$ cat config.mk
export PLATFORM = sky130hd
export DESIGN_NAME = src_ram_loader_flat
export DESIGN_NICKNAME = d
export VERILOG_FILES = /design/src/rtl/src_ram_loader_if.sv /design/src/rtl/src_ram_loader.sv /design/src/flat_wrapper.sv
export SDC_FILE = /design/constraint.sdc
export NUM_CORES = 1
export LEC_CHECK = 0
export ABC_CLOCK_PERIOD_IN_PS = 3000
export BUFFER_PORTS_ARGS = -buffer_cell sky130_fd_sc_hd__buf_2
export CORE_MARGIN = 5
export CORE_UTILIZATION = 49
export DETAILED_ROUTE_END_ITERATION = 8
export PLACE_DENSITY_LB_ADDON = 0.05
export SYNTH_ARGS = -nofsm -noshare
export SYNTH_HDL_FRONTEND = slang
export SYNTH_SLANG_ARGS = --single-unit
$ cat constraint.sdc
create_clock -name clk -period 3 [get_ports clk]
set_clock_uncertainty 0.15 [all_clocks]
set_input_delay 0.15 -clock clk [delete_from_list [all_inputs] [get_ports clk]]
set_output_delay 0.15 -clock clk [all_outputs]
set_load 0.005 [all_outputs]
$ cat src/rtl/src_ram_loader_if.sv
// ============================================================================
// Module   : src_ram_loader_if
// Brief    : Pixel stream, source-RAM write port and lenet go/ready bundle.
// Revision : 1.0
// ============================================================================
`default_nettype none

interface src_ram_loader_if #(
    parameter int NPIX = 1024,
    parameter int DW   = 8
);
    localparam int AW = $clog2(NPIX);

    logic          s_valid;
    logic [DW-1:0] s_data;
    logic          s_last;
    logic          s_ready;
    logic          cenb;
    logic [AW-1:0] ab;
    logic [DW-1:0] db;
    logic          go;
    logic          lenet_ready;
    logic [3:0]    lenet_digit;

    // master is the loader; slave is the host link / RAM / lenet environment
    modport master (
        input  s_valid, s_data, s_last, lenet_ready, lenet_digit,
        output s_ready, cenb, ab, db, go
    );

    modport slave (
        output s_valid, s_data, s_last, lenet_ready, lenet_digit,
        input  s_ready, cenb, ab, db, go
    );
endinterface

`default_nettype wire

$ cat src/rtl/src_ram_loader.sv
// ============================================================================
// Module   : src_ram_loader
// Brief    : Fills the LeNet source-image RAM from a byte stream, starts lenet
//            and latches the classified digit.
// Revision : 1.0
// ============================================================================
`default_nettype none

module src_ram_loader #(
    parameter int NPIX    = 1024,
    parameter int DW      = 8,
    parameter int TIMEOUT = 5_000_000
) (
    input  logic             clk,
    input  logic             rst,
    src_ram_loader_if.master bus,
    output logic [3:0]       digit_o,
    output logic             result_valid_o,
    output logic             busy_o,
    output logic             err_len_o,
    output logic             err_timeout_o,
    input  logic             err_clr_i
);
    localparam int AW = $clog2(NPIX);
    localparam int TW = $clog2(TIMEOUT + 1);

    localparam logic [AW-1:0] c_LAST_PIX = AW'(NPIX - 1);
    localparam logic [TW-1:0] c_TMO_LAST = TW'(TIMEOUT - 1);

    localparam logic [1:0] c_IDLE  = 2'd0;
    localparam logic [1:0] c_LOAD  = 2'd1;
    localparam logic [1:0] c_START = 2'd2;
    localparam logic [1:0] c_WAIT  = 2'd3;

    logic [1:0]    state_q, state_d;
    logic          s_ready_q, s_ready_d;
    logic          cenb_q, cenb_d;
    logic [AW-1:0] ab_q, ab_d;
    logic [DW-1:0] db_q, db_d;
    logic          go_q, go_d;
    logic [3:0]    digit_q, digit_d;
    logic          rv_q, rv_d;
    logic          err_len_q, err_len_d;
    logic          err_tmo_q, err_tmo_d;
    logic [AW-1:0] pix_cnt_q, pix_cnt_d;
    logic [TW-1:0] tmo_cnt_q, tmo_cnt_d;

    logic w_beat;
    logic w_frame_end;
    logic w_early_last;
    logic w_in_wait;
    logic w_lenet_done;
    logic w_timeout;

    // s_ready is registered, so a beat can only be taken in IDLE/LOAD
    assign w_beat       = bus.s_valid & s_ready_q;
    assign w_frame_end  = w_beat & (pix_cnt_q == c_LAST_PIX);
    assign w_early_last = w_beat & bus.s_last & (pix_cnt_q != c_LAST_PIX);
    assign w_in_wait    = (state_q == c_WAIT);
    assign w_lenet_done = w_in_wait & bus.lenet_ready;
    assign w_timeout    = w_in_wait & ~bus.lenet_ready & (tmo_cnt_q == c_TMO_LAST);

    always_ff @(posedge clk) begin
        if (rst) begin
            state_q   <= c_IDLE;
            s_ready_q <= 1'b0;
            cenb_q    <= 1'b1;
            ab_q      <= '0;
            db_q      <= '0;
            go_q      <= 1'b0;
            digit_q   <= 4'd0;
            rv_q      <= 1'b0;
            err_len_q <= 1'b0;
            err_tmo_q <= 1'b0;
            pix_cnt_q <= '0;
            tmo_cnt_q <= '0;
        end else begin
            state_q   <= state_d;
            s_ready_q <= s_ready_d;
            cenb_q    <= cenb_d;
            ab_q      <= ab_d;
            db_q      <= db_d;
            go_q      <= go_d;
            digit_q   <= digit_d;
            rv_q      <= rv_d;
            err_len_q <= err_len_d;
            err_tmo_q <= err_tmo_d;
            pix_cnt_q <= pix_cnt_d;
            tmo_cnt_q <= tmo_cnt_d;
        end
    end

    always_comb begin
        state_d = state_q;
        case (state_q)
            c_IDLE, c_LOAD: begin
                if (w_frame_end) begin
                    state_d = c_START;
                end else if (w_early_last) begin
                    state_d = c_IDLE;
                end else if (w_beat) begin
                    state_d = c_LOAD;
                end
            end
            c_START: state_d = c_WAIT;
            c_WAIT: begin
                if (w_lenet_done || w_timeout) begin
                    state_d = c_IDLE;
                end
            end
            default: state_d = c_IDLE;
        endcase
    end

    always_comb begin
        s_ready_d = (state_d == c_IDLE) || (state_d == c_LOAD);
        busy_o    = (state_q != c_IDLE);

        cenb_d = ~w_beat;
        ab_d   = w_beat ? pix_cnt_q : ab_q;
        db_d   = w_beat ? bus.s_data : db_q;

        pix_cnt_d = pix_cnt_q;
        if (w_frame_end || w_early_last) begin
            pix_cnt_d = '0;
        end else if (w_beat) begin
            pix_cnt_d = pix_cnt_q + 1'b1;
        end

        // go leaves the register one cycle after the final write lands
        go_d      = (state_q == c_START);
        tmo_cnt_d = w_in_wait ? tmo_cnt_q + 1'b1 : '0;

        digit_d = w_lenet_done ? bus.lenet_digit : digit_q;
        rv_d    = w_lenet_done;

        // a new error outranks a coincident clear
        err_len_d = w_early_last | (w_frame_end & ~bus.s_last) | (err_len_q & ~err_clr_i);
        err_tmo_d = w_timeout | (err_tmo_q & ~err_clr_i);
    end

    assign bus.s_ready    = s_ready_q;
    assign bus.cenb       = cenb_q;
    assign bus.ab         = ab_q;
    assign bus.db         = db_q;
    assign bus.go         = go_q;
    assign digit_o        = digit_q;
    assign result_valid_o = rv_q;
    assign err_len_o      = err_len_q;
    assign err_timeout_o  = err_tmo_q;

endmodule

`default_nettype wire

$ cat src/flat_wrapper.sv
// flat-port wrapper written by rule: the top's interface ports become plain ports
module src_ram_loader_flat 
#(
    parameter int NPIX    = 1024,
    parameter int DW      = 8,
    parameter int TIMEOUT = 5_000_000
)
  (clk, rst, digit_o, result_valid_o, busy_o, err_len_o, err_timeout_o, err_clr_i, bus_s_valid, bus_s_data, bus_s_last, bus_lenet_ready, bus_lenet_digit, bus_s_ready, bus_cenb, bus_ab, bus_db, bus_go);
  src_ram_loader_if #(.NPIX(NPIX), .DW(DW)) bus_i ();
  input  logic clk;
  input  logic rst;
  output logic [3:0] digit_o;
  output logic result_valid_o;
  output logic busy_o;
  output logic err_len_o;
  output logic err_timeout_o;
  input  logic err_clr_i;
  input wire logic [$bits(bus_i.s_valid)-1:0] bus_s_valid;
  input wire logic [$bits(bus_i.s_data)-1:0] bus_s_data;
  input wire logic [$bits(bus_i.s_last)-1:0] bus_s_last;
  input wire logic [$bits(bus_i.lenet_ready)-1:0] bus_lenet_ready;
  input wire logic [$bits(bus_i.lenet_digit)-1:0] bus_lenet_digit;
  output wire logic [$bits(bus_i.s_ready)-1:0] bus_s_ready;
  output wire logic [$bits(bus_i.cenb)-1:0] bus_cenb;
  output wire logic [$bits(bus_i.ab)-1:0] bus_ab;
  output wire logic [$bits(bus_i.db)-1:0] bus_db;
  output wire logic [$bits(bus_i.go)-1:0] bus_go;
  assign bus_i.s_valid = bus_s_valid;
  assign bus_i.s_data = bus_s_data;
  assign bus_i.s_last = bus_s_last;
  assign bus_i.lenet_ready = bus_lenet_ready;
  assign bus_i.lenet_digit = bus_lenet_digit;
  assign bus_s_ready = bus_i.s_ready;
  assign bus_cenb = bus_i.cenb;
  assign bus_ab = bus_i.ab;
  assign bus_db = bus_i.db;
  assign bus_go = bus_i.go;
  src_ram_loader #(.NPIX(NPIX), .DW(DW), .TIMEOUT(TIMEOUT)) u_core (.clk(clk), .rst(rst), .bus(bus_i), .digit_o(digit_o), .result_valid_o(result_valid_o), .busy_o(busy_o), .err_len_o(err_len_o), .err_timeout_o(err_timeout_o), .err_clr_i(err_clr_i));
endmodule
# [Word level (Yosys, flattened, before mapping)]
# Cells that the tools add are included.
[word_totals] ff_bits=63 inputBits=18 output_inout_bits=29 elab_cells=53
[classes] n_addsub=2 eq_ne=7 muxes=5 bitwise_logic=18 reduce_logical=9
[op_table] op="adder 23 x 1 -> 23 bit (second input constant)" n=1
[op_table] op="equality test 23 bit (second input constant)" n=1
[op_table] op="adder 10 x 1 -> 10 bit (second input constant)" n=1
[op_table] op="AND 1 bit" n=10
[op_table] op="equality test 10 bit (second input constant)" n=1
[op_table] op="inequality test 10 bit (second input constant)" n=1
[op_table] op="two-way mux 2 bit" n=4
[op_table] op="one-hot mux 2 bit (3 select lines)" n=1
[op_table] op="OR reduction 2 bit" n=3
[op_table] op="NOT 1 bit" n=5
[op_table] op="equality test 2 x 1 -> 1 bit (second input constant)" n=2
[op_table] op="equality test 2 bit (second input constant)" n=2
[op_table] op="zero test 2 bit" n=2
[op_table] op="logical OR 1 bit" n=3
[op_table] op="OR 1 bit" n=3
[op_table] op="nonzero test 2 bit" n=1

# [Depth between registers and ports, before layout]
# Gate-level depths: netlist (run 1).
[logic_depth] word_depth=8 depth_mapped=5 depth_no_buf=5

# [Worst setup path before layout (run 1)]
# OpenSTA, ideal clock, no wires.
[synth_path] kind="register -> register" from="register u_core.tmo_cnt_q[0]" to="register u_core.tmo_cnt_q[20]" setup_time_ns=0.071 t_arrival_ns=1.696 t_required_ns=2.779 path_slack_ns=1.084 stages_incl_launch_ff=6 path_buffers=0 period_less_slack_ns=1.916 cell_sequence="dfxtp_1 > ha_1 > nand4_2 > or3_4 > or4_1 > a21oi_1"
[synth_via] elab_chain_len=1
[synth_rtl] element="from (decl)" line_no="src_ram_loader.sv:46" text="logic [TW-1:0] tmo_cnt_q, tmo_cnt_d;"
[synth_rtl] element="from (signal assigned)" line_no="src_ram_loader.sv:89" text="tmo_cnt_q <= tmo_cnt_d;"
[synth_rtl] element="adder 23 x 1 -> 23 bit" line_no="src_ram_loader.sv:132" text="tmo_cnt_d = w_in_wait ? tmo_cnt_q + 1'b1 : '0;"
# No other way between the ends.
# A chain may end at the register's enable or synchronous reset.

# [Worst setup path in the final report (run 1)]
# Same ends and word-level chain as after synthesis.

==> run summary, run 1 <==
Outcome = finished, final reports clean
Gpl congestion = 0.785
Switching share of power = 21.4%
Worst Setup Path Type = flop to flop
# H-tree levels = 3
Rows = 26
Clock power share = 41.6%
I/O Buffers = 46
Crit path time final = 2.09 ns
Slowest cell on crit path = or3_4
Post-synth ARST share = 0%
Worst skew pair latency = 0.33 ns
Pwr Total = 1590 µW
Post-Syn Nets = 325
Post-DP HPWL = 3910 µm
Ratio of cells with drive above 1 in the final layout = 18.9%
Synth Flop Type = dfxtp_1
CP peak stage delay = 0.47 ns
Comb pwr share = 4.8%
MaxCap Viol Count = 0
Post-synthesis cell area = 0.00259 mm²
P_leak = 0.00119 µW
CP required = 3.09 ns
RR Endpoint = u_core.tmo_cnt_q[20]
CTS tree = yes
Post-synthesis cell type count = 39
Die H = 82.7 µm
CTS Buf Count = 9
Post_cts resized = 0
Detailed router's first-iteration violation count = 66
Actual slew at the worst max-slew pin = 0.843 ns
Peak VDD IR = 0.000310 V
Setup TNS = 0 ns
Reg2reg start = u_core.tmo_cnt_q[0]
Endpoints failing hold = 0
Crit path cell chain = ha_1, nand4_2, or3_4, or4_1, a21oi_1
Post-Syn Instances = 305
# hold bufs at CTS = 16
Most frequent cells in the layout = dfxtp_1, nand2_1, buf_2
Slew margin rel. = 43.7%
Crit. End Element = flop
Hold_ws = 0.0786 ns
Vias per cell = 5.18
Starting Density = 50.8%
Via Count = 2284
Number of flops mapped to enable cells by yosys = 0
Final setup fails = 0
Final ANT Viol Nets = 0
PwrDens = 494 mW/mm²
First-pass GRT wire length = 10300 µm
Area Growth Syn to Fin = 24.0%
Min-Delay Path Depth = 4
Synth Warn # = 0
Reg power frac = 53.6%
Final Max Slew Viols = 0
Arrival @ worst endpoint = 2.19 ns
Total GRT Usage = 19.7%
Number of global-route vias before repair = 2250
Final Cell Area = 0.00322 mm²
Die span in x = 82.7 µm
Post-CTS setup buffers = 0
Cell family with most CP delay = simple AND/OR/NAND/NOR gates
Syn_area_per_cell = 8.50 µm²
Min-Delay Endpoint = u_core.state_q[0]
N_diodes = 0
Register area = 0.00126 mm²
Placed cell area = 0.00288 mm²
Worst-case reg-to-reg path depth = 5
Core footprint = 0.00511 mm²
Hold WC Path Type = primary input to flop
Clock Sinks = 63
Layout fillers = 472
Initial antenna violation count = 0
Crit path buf inv count = 0
#FFs+latches synth = 63
Largest net degree at the start of global routing = 30
Worst reg2reg setup slack = 0.91 ns
Final-stage net count = 387
Total gr overflow = 0
Startpoint Class = flop
Die Area = 0.00685 mm²
Worst-case clock buffer depth = 2
Commonest non-fill, non-tap cell in the layout = dfxtp_1
WL/cell = 13.4 µm
Hold Path Origin = bus_s_last
Ports = 47
WP depth = 5
Clock Tree Root = clkbuf_8
Max FO, Critical Path = 8
DR DRC count = 0
Final WL = 5890 µm
P_sw = 340 µW
RSZ-0062 raised after global routing = false
Area of the multi-input gates = 0.00125 mm²
Int Pwr = 1250 µW
Tcrit/Tclk final = 69.8%
Initial DRT Pass Iterations = 4
Achievable Freq = 477 MHz
CTS clk-pin slew, worst paths = 0.07 ns
Sequential share of the synthesized area = 48.6%
## cells by family after synthesis
family,Yosys count,synth area share (%)
adders and majority gates,2,0.965
xor gates and xnor gates,24,8.11
and+or+nand+nor,149,29.1
buffers and inverters,21,3.09
AOI/OAI and AO/OA,46,10.1
DFF,63,48.6
## power groups by stage
stage,clock (µW),combinational [µW],sequential (µW)
finish,661,76.6,852
global route,730,86.6,852
CTS,686,76.7,852
detailed placement,0,60.9,870
global placement,0,60.8,870
floorplan,0,31.2,870
## cells in the mapped netlist, types with 2 or more instances
cell | number | share of area (%)
o31ai_1 | 3 | 0.87
a21oi_1 | 32 | 6.2
buf_1 | 4 | 0.58
nor3_1 | 6 | 1.2
inv_1 | 7 | 1.0
nor2_1 | 27 | 3.9
dfxtp_1 | 63 | 49
nor4b_1 | 2 | 0.68
and2_1 | 3 | 0.72
clkbuf_1 | 9 | 1.3
nand4_1 | 8 | 1.9
or3_4 | 2 | 0.87
nor4_1 | 8 | 1.9
or3_1 | 3 | 0.72
ha_1 | 2 | 0.97
and4_1 | 3 | 1.0
or2_2 | 2 | 0.48
or4_1 | 2 | 0.58
and3_1 | 5 | 1.2
xor2_1 | 9 | 3.0
nand3_1 | 12 | 2.3
nand2_1 | 58 | 8.4
o21ai_0 | 4 | 0.77
xnor2_1 | 15 | 5.1
nand4_2 | 2 | 0.97
## stage by stage
step	std cells	setup WS (ns)	util, %
after global placement	410	0.956	56.4
after floorplan	305	1.08	-
after CTS	441	0.898	63.0
after global routing	441	0.777	63.0
after detailed placement	410	0.910	56.4
final	441	0.905	63.0
## cell type report
| cell class | count | area share [%] |
|---|---|---|
| Sequential cell | 63 | 39.2 |
| Multi-Input combinational cell | 221 | 38.9 |
| Inverter | 7 | 0.817 |
| Clock buffer | 15 | 5.49 |
| Timing Repair Buffer | 65 | 12.8 |
| Tap cell | 70 | 2.72 |
## flip-flops by register name, summed over array words and instances (netlist names)
| name | count |
|---|---|
| u_core.state_q | 2 |
| u_core.bus.s_ready | 1 |
| u_core.bus.db | 8 |
| u_core.bus.go | 1 |
| u_core.bus.ab | 10 |
| u_core.result_valid_o | 1 |
| u_core.bus.cenb | 1 |
| u_core.err_timeout_o | 1 |
| u_core.pix_cnt_q | 10 |
| u_core.err_len_o | 1 |
| u_core.digit_o | 4 |
| u_core.tmo_cnt_q | 23 |
## worst max-delay path by stage
stage,startpoint,to,slack [ns]
finish,u_core.tmo_cnt_q[0],u_core.tmo_cnt_q[20],0.91
global route,u_core.tmo_cnt_q[0],u_core.tmo_cnt_q[20],0.78
CTS,u_core.tmo_cnt_q[0],u_core.tmo_cnt_q[20],0.90
detailed placement,u_core.tmo_cnt_q[0],u_core.tmo_cnt_q[20],0.91
global placement,u_core.tmo_cnt_q[0],u_core.err_timeout_o,0.96
floorplan,u_core.tmo_cnt_q[0],u_core.tmo_cnt_q[20],1.08
## worst reg2reg max path, cell delays in order (launching register included)
cell	delay, ns
dfxtp_1	0.39
ha_1	0.24
nand4_2	0.22
or3_4	0.47
or4_1	0.40
a21oi_1	0.14
## layer usage
layer  global-route usage (%)  up-vias  wire [µm]
met5                        0        -          0
met2                     33.8       38       3030
met4                     8.33        0         91
met3                     5.10       10        214
li1                         -     1174          -
met1                     23.3     1062       2560
No activity file was read; power rests on OpenSTA's default activity.
==> run 2: changes to the inputs <==
ABC_CLOCK_PERIOD_IN_PS = 1700   (was 3000)
clock period = 1.7 ns   (was 3 ns; I/O delays follow)
==> run 2 against run 1 <==
Against the previous run: count of clock-buffer cells in the layout down 4; sequential cell count unchanged; sequential power increased by 76%; the run now ends with negative setup slack left.
==> run summary, run 2 (same netlist as run 1, synthesis figures left out) <==
Actual slew at the worst max-slew pin = 0.374 ns (-0.468 ns)
Tcrit/Tclk final = 101% (+31 points)
CTS Buf Count = 9 (unchanged)
Final setup fails = 2 (+2)
Switching share of power = 23.4% (+2.0 points)
Worst skew pair latency = 0.34 ns (about the same)
Achievable Freq = 584 MHz (+22%)
Most frequent cells in the layout = nand2_1, dfxtp_1, buf_2
WL met2 = 3360 µm (+11%)
Crit. End Element = flop
Layout Utilization = 70.9% (+8.0 points)
Uppermost routed layer = met4
Arrival @ worst endpoint = 1.84 ns (-0.35 ns)
Int Pwr = 2080 µW (+66%)
Outcome = finished, violations left
Worst Setup Path Type = flop to flop
Initial antenna violation count = 0 (unchanged)
Placed cell area = 0.00321 mm² (+11%)
Startpoint Class = flop
CTS clk-pin slew, worst paths = 0.07 ns (about the same)
Violated checks = negative setup slack
Endpoints failing hold = 0 (unchanged)
PwrDens = 749 mW/mm² (+52%)
Reg power frac = 55.1% (+1.5 points)
Commonest non-fill, non-tap cell in the layout = nand2_1
Hold_ws = 0.131 ns (+0.0524 ns)
N_diodes = 0 (unchanged)
Max reg flops = 23 (unchanged)
Largest net degree at the start of global routing = 24 (-20%)
Slew margin rel. = 74.7% (+31 points)
Clock Sinks = 63 (unchanged)
Final WL = 6410 µm (+8.9%)
P_leak = 0.00143 µW (+20%)
Vias per cell = 5.11 (-1.3%)
Pwr Total = 2710 µW (+71%)
WL/cell = 13.3 µm (-0.19%)
Met1 Routed Length = 2690 µm (+5.3%)
Post-DP HPWL = 4500 µm (+15%)
Placed cells = 447 (+9.0%)
Max FO, Critical Path = 4 (-4)
Peak VDD IR = 0.000648 V (+110%)
RSZ-0062 raised after global routing = true
Via Count = 2460 (+7.7%)
Rows = 26 (unchanged)
Area Growth Syn to Fin = 39.7%
Gpl congestion = 0.866 (+10%)
# H-tree levels = 3 (unchanged)
P_sw = 635 µW (+87%)
Starting Density = 50.8% (unchanged)
Clock Tree Root = clkbuf_8
CP required = 1.82 ns (-1.27 ns)
Worst-case clock buffer depth = 2 (unchanged)
MaxCap Viol Count = 0 (unchanged)
Die H = 82.7 µm (unchanged)
Final-stage net count = 427 (+10%)
I/O Buffers = 46 (unchanged)
PnR worst setup slack = -0.0109 ns (-0.916 ns)
Final ANT Viol Nets = 0 (unchanged)
Ports = 47 (unchanged)
Comb pwr share = 5.4% (+0.6 points)
Final Max Slew Viols = 0 (unchanged)
Die Area = 0.00685 mm² (unchanged)
Clock power share = 39.5% (-2.1 points)
Non-filler cells, final = 481 (+9.1%)
Routed met3 length = 260 µm (+21%)
Total GRT Usage = 20.9% (+1.1 points)
Final Cell Area = 0.00362 mm² (+13%)
Initial DRT Pass Iterations = 4 (unchanged)
Ratio of cells with drive above 1 in the final layout = 32.4% (+13 points)
Hold WC Path Type = primary input to flop
Reg with most FFs = u_core.tmo_cnt_q
Crit path time final = 1.71 ns (-0.384 ns)
DR DRC count = 0 (unchanged)
First-pass GRT wire length = 10700 µm (+3.8%)
Total gr overflow = 0 (unchanged)
Core footprint = 0.00511 mm² (unchanged)
Detailed router's first-iteration violation count = 105 (+59%)
CTS tree = yes
Number of global-route vias before repair = 2360 (+4.9%)
Die span in x = 82.7 µm (unchanged)
[run 2: final timing paths]
check / start / to / slack, ns / cells after the start
setup / recovery: u_core.tmo_cnt_q[1] / u_core.tmo_cnt_q[20] / -0.01 / 5
hold / removal: bus_s_valid / u_core.pix_cnt_q[9] / 0.13 / 5
setup reg to reg: u_core.tmo_cnt_q[1] / u_core.tmo_cnt_q[20] / -0.01 / 5
hold reg to reg: u_core.bus.ab[9] / u_core.bus.ab[9] / 0.30 / 2
[run 2: routing by layer]
layer  GRT usage, %  vias to the layer above
li1               -                     1256
met1           23.6                     1145
met2           36.3                       48
met3           5.42                       11
met4           9.97                        0
met5              0                        -
[run 2: worst max-delay path: stages (launching register included)]
cell and delay [ns]:
dfxtp_4 0.37, ha_4 0.15, nand4_4 0.08, or3_4 0.36, or4_1 0.40, a21oi_1 0.12
[run 2: power by group through the flow]
| stage | sequential, µW | combinational [µW] | clock [µW] |
|---|---|---|---|
| after floorplan | 1530 | 55.1 | 0 |
| after detailed placement | 1530 | 117 | 0 |
| after CTS | 1500 | 145 | 1100 |
| after global placement | 1530 | 116 | 0 |
| final | 1500 | 145 | 1070 |
| after global routing | 1500 | 162 | 1190 |
[run 2: area by class of cell]
cell class / count / area (µm²)
Clock inverter: 4 / 25.0
Sequential cell: 63 / 1290
Timing Repair Buffer: 105 / 721
Fill cell: 434 / 1490
Inverter: 7 / 26.3
Multi-Input combinational cell: 221 / 1340
Tap cell: 70 / 87.6
Clock buffer: 11 / 131
[run 2: stage by stage]
step | worst slack (ns) | TNS (ns)
after floorplan | 0.00374 | 0
after global placement | -0.00661 | -0.00661
after detailed placement | -0.0579 | -0.177
after CTS | -0.0352 | -0.0352
after global routing | -0.0962 | -0.336
final | -0.0109 | -0.0152
[run 2: timing repair]
item	4_1_cts	5_1_grt
setup buffers	2	1
hold endpoints to repair	18	0
hold buffers	16	0
setup endpoints to repair	8	11
pin swaps	1	9
resized for setup	6	15
